**src/rtl/div_unit.sv**
```systemverilog
// Multi-cycle restoring radix-2 divider for RV32M DIV/DIVU/REM/REMU.
// Produces one quotient bit per cycle and returns registered results in END.
module div_unit #(
  parameter int WIDTH = 32,
  parameter int ITER  = 32
) (
  input  logic             clk,
  input  logic             rst,
  input  logic             start_i,
  input  logic             annul_i,
  input  logic             signed_i,
  input  logic             rem_i,
  input  logic [WIDTH-1:0] opdata1_i,
  input  logic [WIDTH-1:0] opdata2_i,
  output logic [WIDTH-1:0] result_o,
  output logic             ready_o,
  output logic             busy_o
);

  localparam int CW = $clog2(ITER + 1);

  typedef enum logic [1:0] {
    S_FREE   = 2'd0,
    S_BYZERO = 2'd1,
    S_ON     = 2'd2,
    S_END    = 2'd3
  } state_t;

  function automatic logic [WIDTH-1:0] negate(input logic [WIDTH-1:0] x);
    return ~x + {{(WIDTH-1){1'b0}}, 1'b1};
  endfunction

  function automatic logic [WIDTH-1:0] magnitude(input logic [WIDTH-1:0] x, input logic sgn);
    return (sgn && x[WIDTH-1]) ? negate(x) : x;
  endfunction

  state_t           state_q, state_d;
  logic [CW-1:0]    cnt_q, cnt_d;
  logic [WIDTH:0]   rem_q, rem_d;
  logic [WIDTH-1:0] quo_q, quo_d;   // dividend shifts out as quotient shifts in
  logic [WIDTH-1:0] dvsr_q, dvsr_d;
  logic             qneg_q, qneg_d, rneg_q, rneg_d, remsel_q, remsel_d;
  logic [WIDTH-1:0] result_q, result_d;
  logic             ready_q, ready_d;

  logic [WIDTH+1:0] shift_s, diff_s;
  logic [WIDTH:0]   rem_next_s;
  logic [WIDTH-1:0] quo_next_s, q_final_s, r_final_s;

  assign shift_s    = {rem_q, quo_q[WIDTH-1]};
  assign diff_s     = shift_s - {2'b00, dvsr_q};
  assign rem_next_s = diff_s[WIDTH+1] ? shift_s[WIDTH:0] : diff_s[WIDTH:0];
  assign quo_next_s = {quo_q[WIDTH-2:0], ~diff_s[WIDTH+1]};
  assign q_final_s  = qneg_q ? negate(quo_next_s) : quo_next_s;
  assign r_final_s  = rneg_q ? negate(rem_next_s[WIDTH-1:0]) : rem_next_s[WIDTH-1:0];

  always_ff @(posedge clk) begin
    if (rst) begin
      state_q  <= S_FREE;
      cnt_q    <= '0;
      rem_q    <= '0;
      quo_q    <= '0;
      dvsr_q   <= '0;
      qneg_q   <= 1'b0;
      rneg_q   <= 1'b0;
      remsel_q <= 1'b0;
      result_q <= '0;
      ready_q  <= 1'b0;
    end else begin
      state_q  <= state_d;
      cnt_q    <= cnt_d;
      rem_q    <= rem_d;
      quo_q    <= quo_d;
      dvsr_q   <= dvsr_d;
      qneg_q   <= qneg_d;
      rneg_q   <= rneg_d;
      remsel_q <= remsel_d;
      result_q <= result_d;
      ready_q  <= ready_d;
    end
  end

  always_comb begin
    state_d = state_q;
    case (state_q)
      S_FREE: begin
        if (start_i && !annul_i) begin
          state_d = (opdata2_i == '0) ? S_BYZERO : S_ON;
        end else begin
          state_d = S_FREE;
        end
      end
      S_BYZERO: state_d = annul_i ? S_FREE : S_END;
      S_ON: begin
        if (annul_i) begin
          state_d = S_FREE;
        end else if (cnt_q == CW'(ITER - 1)) begin
          state_d = S_END;
        end else begin
          state_d = S_ON;
        end
      end
      S_END:   state_d = start_i ? S_END : S_FREE;
      default: state_d = S_FREE;
    endcase
  end

  // Datapath and registered outputs; result is formed on the edge that enters END.
  always_comb begin
    cnt_d    = cnt_q;
    rem_d    = rem_q;
    quo_d    = quo_q;
    dvsr_d   = dvsr_q;
    qneg_d   = qneg_q;
    rneg_d   = rneg_q;
    remsel_d = remsel_q;
    result_d = result_q;
    ready_d  = ready_q;
    case (state_q)
      S_FREE: begin
        cnt_d = '0;
        if (start_i && !annul_i) begin
          remsel_d = rem_i;
          rem_d    = '0;
          if (opdata2_i == '0) begin
            quo_d  = opdata1_i;
            dvsr_d = '0;
            qneg_d = 1'b0;
            rneg_d = 1'b0;
          end else begin
            quo_d  = magnitude(opdata1_i, signed_i);
            dvsr_d = magnitude(opdata2_i, signed_i);
            qneg_d = signed_i & (opdata1_i[WIDTH-1] ^ opdata2_i[WIDTH-1]);
            rneg_d = signed_i & opdata1_i[WIDTH-1];
          end
        end else begin
          remsel_d = remsel_q;
        end
      end
      S_BYZERO: begin
        if (!annul_i) begin
          result_d = remsel_q ? quo_q : {WIDTH{1'b1}};
          ready_d  = 1'b1;
        end else begin
          ready_d = 1'b0;
        end
      end
      S_ON: begin
        if (!annul_i) begin
          rem_d = rem_next_s;
          quo_d = quo_next_s;
          cnt_d = cnt_q + CW'(1);
          if (cnt_q == CW'(ITER - 1)) begin
            result_d = remsel_q ? r_final_s : q_final_s;
            ready_d  = 1'b1;
          end else begin
            ready_d = 1'b0;
          end
        end else begin
          cnt_d = '0;
        end
      end
      S_END: begin
        if (!start_i) begin
          result_d = '0;
          ready_d  = 1'b0;
        end else begin
          ready_d = 1'b1;
        end
      end
      default: begin
        result_d = '0;
        ready_d  = 1'b0;
      end
    endcase
  end

  assign result_o = result_q;
  assign ready_o  = ready_q;
  assign busy_o   = start_i & ~ready_q;

endmodule

```
**config.mk**
```make
export PLATFORM = sky130hd
export DESIGN_NAME = div_unit
export DESIGN_NICKNAME = d
export VERILOG_FILES = /design/src/rtl/div_unit.sv
export SDC_FILE = /design/constraint.sdc
export NUM_CORES = 1
export LEC_CHECK = 0
export ABC_AREA = 0
export BUFFER_PORTS_ARGS = -buffer_cell sky130_fd_sc_hd__buf_4
export CAP_MARGIN = 20
export CORE_ASPECT_RATIO = 2
export CORE_MARGIN = 2
export CORE_UTILIZATION = 35
export CTS_BUF_LIST = sky130_fd_sc_hd__clkbuf_4 sky130_fd_sc_hd__clkbuf_8 sky130_fd_sc_hd__clkbuf_16
export DETAILED_ROUTE_END_ITERATION = 8
export HOLD_SLACK_MARGIN = 0.1
export SKIP_LAST_GASP = 1
export SYNTH_ARGS = -nofsm -noshare
export SYNTH_HDL_FRONTEND = slang
export SYNTH_SLANG_ARGS = --single-unit
```
**constraint.sdc**
```tcl
create_clock -name clk -period 6.21 [get_ports clk]
set_input_delay 0.3105 -clock clk [delete_from_list [all_inputs] [get_ports clk]]
set_output_delay 0.3105 -clock clk [all_outputs]
set_load 0.005 [all_outputs]
```
==> results.json <==
{
  "outcome": "finished, final reports clean",
  "synth_top_area_share": 0.238,
  "grt_setup_unrepaired": "false",
  "finalSetupViolations": 0,
  "grt_pass1_vias": 12300,
  "synth.avg_cell_area_um2": 7.25,
  "irDropWorstVdd_mv": 0.186,
  "synthTopCellsByArea": "sky130_fd_sc_hd__dfxtp_1 (24%), sky130_fd_sc_hd__nor2_1 (7.5%), sky130_fd_sc_hd__a21oi_1 (6.2%), sky130_fd_sc_hd__xor2_1 (4.9%), sky130_fd_sc_hd__xnor2_1 (4.6%)",
  "synthDistinctLibCells": 92,
  "yosysSeqAreaShare": 0.238,
  "routed_wirelength_um": 42600,
  "detailed_router_s_first_iteration_violation_count": 661,
  "power.leakage_nw": 5.16,
  "worstSetupPathType": "reg2reg",
  "cts_resized": 0,
  "critical_path.max_stage_delay_ps": 700,
  "grt_start_max_net_pins": 98,
  "insertedDiodeCount": 0,
  "fin_skew_ps": 9.98,
  "io_port_bufs": 103,
  "yosys_warnings": 0,
  "numClockSinks": 141,
  "ys_top_cells_by_count": "sky130_fd_sc_hd__nor2_1 (238), sky130_fd_sc_hd__a21oi_1 (146), sky130_fd_sc_hd__dfxtp_1 (141), sky130_fd_sc_hd__nand2_1 (122), sky130_fd_sc_hd__o21ai_0 (100)",
  "grt_first_pass_wirelength_um": 66500,
  "ctsHoldBuffers": 0,
  "drt-pass1-iter-count": 8,
  "place_congestion": 0.946,
  "worstSetupEndpointType": "flop",
  "clk_pin_slew_worst_paths_ps": 70,
  "drc": 0,
  "power-per-cell-area_mw_per_mm2": 210,
  "dpl.hpwl_um": 33000,
  "post_route_cells_drive_above_1_share": 0.115,
  "power.sequential.fraction": 0.350,
  "viasPerCell": 5.90,
  "switching_share_of_power": 0.336,
  "combinationalPowerShare": 0.251,
  "multiInputGateArea_mm2": 0.00835,
  "fillers": 3569,
  "cts.repair_timing.setup_buffer_count": 0,
  "most_frequent_cell_after_synthesis": "sky130_fd_sc_hd__nor2_1",
  "floorplan.die.width_um": 134,
  "clock_path_buffers": 2,
  "crit_path_max_fanout": 54,
  "total_switching_power_mw": 0.954,
  "synth-seq-cells": 141,
  "antenna_violations_before_repair": 0,
  "all_layer_global_routing_usage": 0.240,
  "clkPwrFrac": 0.398,
  "die_h_um": 264,
  "critical_path.cell_chain": "ha_1, a21oi_1, a211oi_2, nor4_4, mux2i_1, inv_1, nor3_4, buf_4, a41oi_1, o41ai_1, xnor2_1, a21boi_1",
  "hp-class": "in2reg",
  "finalHoldViolations": 0,
  "areaGrowthSynthToFinish_pct": 13.9,
  "groute.layer.met2.usage": 0.442,
  "detail_route.wl_per_cell_um": 20.2,
  "die-area_mm2": 0.0355,
  "async_set_or_reset_flop_fraction_in_the_synthesized_netlist": 0,
  "grtUsageMet1": 0.227,
  "num_io_pins": 104,
  "max_cap_check_violation_count": 0,
  "tritoncts_clock_tree": "built",
  "final_nets": 1771,
  "fp-row-count": 95,
  "timing.final.crit_share": 0.828,
  "leftover_overflow_at_the_end_of_global_routing": 0,
  "syn_area_mm2": 0.0119,
  "synth_top_cell_by_area": "sky130_fd_sc_hd__dfxtp_1",
  "highest_delay_cell_along_the_critical_path": "sky130_fd_sc_hd__mux2i_1",
  "core_area_mm2": 0.0335,
  "worst-endpoint-arrival_ps": 5450,
  "slew_violations": 0,
  "detail-route-antenna-nets": 0,
  "post_synth_inst_count": 1635,
  "met3_usage": 0.0232,
  "number_of_synthesized_flops_with_an_enable_pin": 0,
  "timing_worst_slew_pin_value_ps": 1120,
  "fmaxAchievable_mhz": 194,
  "timing.critical_path.from_type": "flop",
  "setup-tns-final_ps": 0,
  "htree_num_levels": 4,
  "initial_core_util": 0.354,
  "postSynthNetCount": 1742,
  "fin_hold_ws_ps": 139,
  "ys.flop_type": "sky130_fd_sc_hd__dfxtp_1",
  "grt_most_used_layer": "met2",
  "min_period_ps": 5140,
  "power.internal_mw": 1.89,
  "maxSlewHeadroom": 0.250,
  "register_area_mm2": 0.00282,
  "ctsRootBufferMaster": "sky130_fd_sc_hd__clkbuf_16",
  "required_ps": 6510,
  "clock_insertion_delay_at_the_later_pin_of_the_skew_report_ps": 450,
  "via_count": 12500,
  "cts_inserted_buffers": 17
}
registers in the layout (all words and copies together), names as in the netlist, 2 cells and up:
signal	flops
rem_q	33
quo_q	32
result_o	32
cnt_q	6
dvsr_q	32
state_q	2
metal layers:
layer  part of all wire  wire length (um)  up-vias
met2               0.52             22200      361
li1                   -                 -     6073
met3              0.030              1290      153
met1               0.35             14700     5872
met5                  0                 0        -
met4               0.10              4410        0
power groups by stage:
stage	logic, mW	clock network (mW)	registers (mW)
3_3_place_gp	0.701	0	1.01
3_5_place_dp	0.706	0	1.01
5_1_grt	0.782	1.18	1.00
4_1_cts	0.710	1.15	0.994
6_report	0.714	1.13	0.996
2_1_floorplan	0.483	0	0.994
final timing paths:
kind	slack (ps)	cells past startpoint	from	to
worst max register to register	1070	12	rem_q[26]	result_o[31]
worst min-delay path	140	3	rem_i	remsel_q
worst min register to register	460	2	dvsr_q[1]	dvsr_q[1]
worst max-delay path	1070	12	rem_q[26]	result_o[31]
cell usage in the layout, fill, tap and decap left out, types with 5 or more instances in the layout:
cell                        instances
sky130_fd_sc_hd__nor3_1            31
sky130_fd_sc_hd__nor4_1            24
sky130_fd_sc_hd__a211oi_1          72
sky130_fd_sc_hd__o2111ai_1          7
sky130_fd_sc_hd__nand4_1           13
sky130_fd_sc_hd__o21ai_1            6
sky130_fd_sc_hd__o31ai_1           28
sky130_fd_sc_hd__o21bai_1           5
sky130_fd_sc_hd__o211ai_1          16
sky130_fd_sc_hd__o21a_1             7
sky130_fd_sc_hd__o21ai_0          100
sky130_fd_sc_hd__a31oi_1           19
sky130_fd_sc_hd__or4_1             14
sky130_fd_sc_hd__nand2_1          122
sky130_fd_sc_hd__xnor2_1           62
sky130_fd_sc_hd__a22oi_1           20
sky130_fd_sc_hd__mux2i_1           24
sky130_fd_sc_hd__a21oi_1          146
sky130_fd_sc_hd__a311oi_1           8
sky130_fd_sc_hd__inv_1             60
sky130_fd_sc_hd__mux2_2             5
sky130_fd_sc_hd__nand3_1           32
sky130_fd_sc_hd__buf_4            122
sky130_fd_sc_hd__and3_1            14
sky130_fd_sc_hd__a21o_1            23
sky130_fd_sc_hd__dfxtp_1          141
sky130_fd_sc_hd__or3_1             19
sky130_fd_sc_hd__or2_2              7
sky130_fd_sc_hd__xor2_1            67
sky130_fd_sc_hd__inv_6              5
sky130_fd_sc_hd__nor2_1           237
sky130_fd_sc_hd__clkbuf_16         17
sky130_fd_sc_hd__ha_1              36
sky130_fd_sc_hd__nand2b_1          10
sky130_fd_sc_hd__o41ai_1           15
sky130_fd_sc_hd__a221oi_1          13
sky130_fd_sc_hd__nor2b_1           17
logic make-up (layout without fill, tap and decap cells):
group	Yosys count	in the layout	synth area share
AOI/OAI and AO/OA	555	555	0.317
buffers and inverters	175	216	0.0598
adders and majority gates	37	37	0.0397
xor gates and xnor gates	129	129	0.0953
DFF	141	141	0.238
muxes	30	30	0.0262
and+or+nand+nor	568	568	0.224
stage by stage:
| stage | cell area, um^2 | cells | setup slack [ps] | utilization | total power, mW |
|---|---|---|---|---|---|
| floorplan | 11900 | 1635 | 1500 | - | 1.48 |
| finish | 13500 | 2112 | 1070 | 0.403 | 2.84 |
| global route | 13500 | 2112 | 869 | 0.403 | 2.96 |
| global placement | 12900 | 2080 | 1220 | 0.384 | 1.71 |
| CTS | 13500 | 2112 | 1100 | 0.403 | 2.85 |
| detailed placement | 12900 | 2081 | 1170 | 0.384 | 1.72 |
final cells by class:
| class | count | area share |
|---|---|---|
| Timing Repair Buffer | 123 | 0.0682 |
| Tap cell | 436 | 0.0404 |
| Inverter | 62 | 0.0172 |
| Clock inverter | 14 | 0.0154 |
| Sequential cell | 141 | 0.209 |
| Multi-Input combinational cell | 1319 | 0.618 |
| Clock buffer | 17 | 0.0315 |
worst max-delay path: cells and delay by family (launching register included):
family	cells	cell delay, ps
compound gates	5	1650
flops	1	360
xor+xnor	1	350
fa+ha+maj	1	450
simple gates	2	610
buf+inv	2	830
mux	1	700
Power figures use the tool's default switching activity.
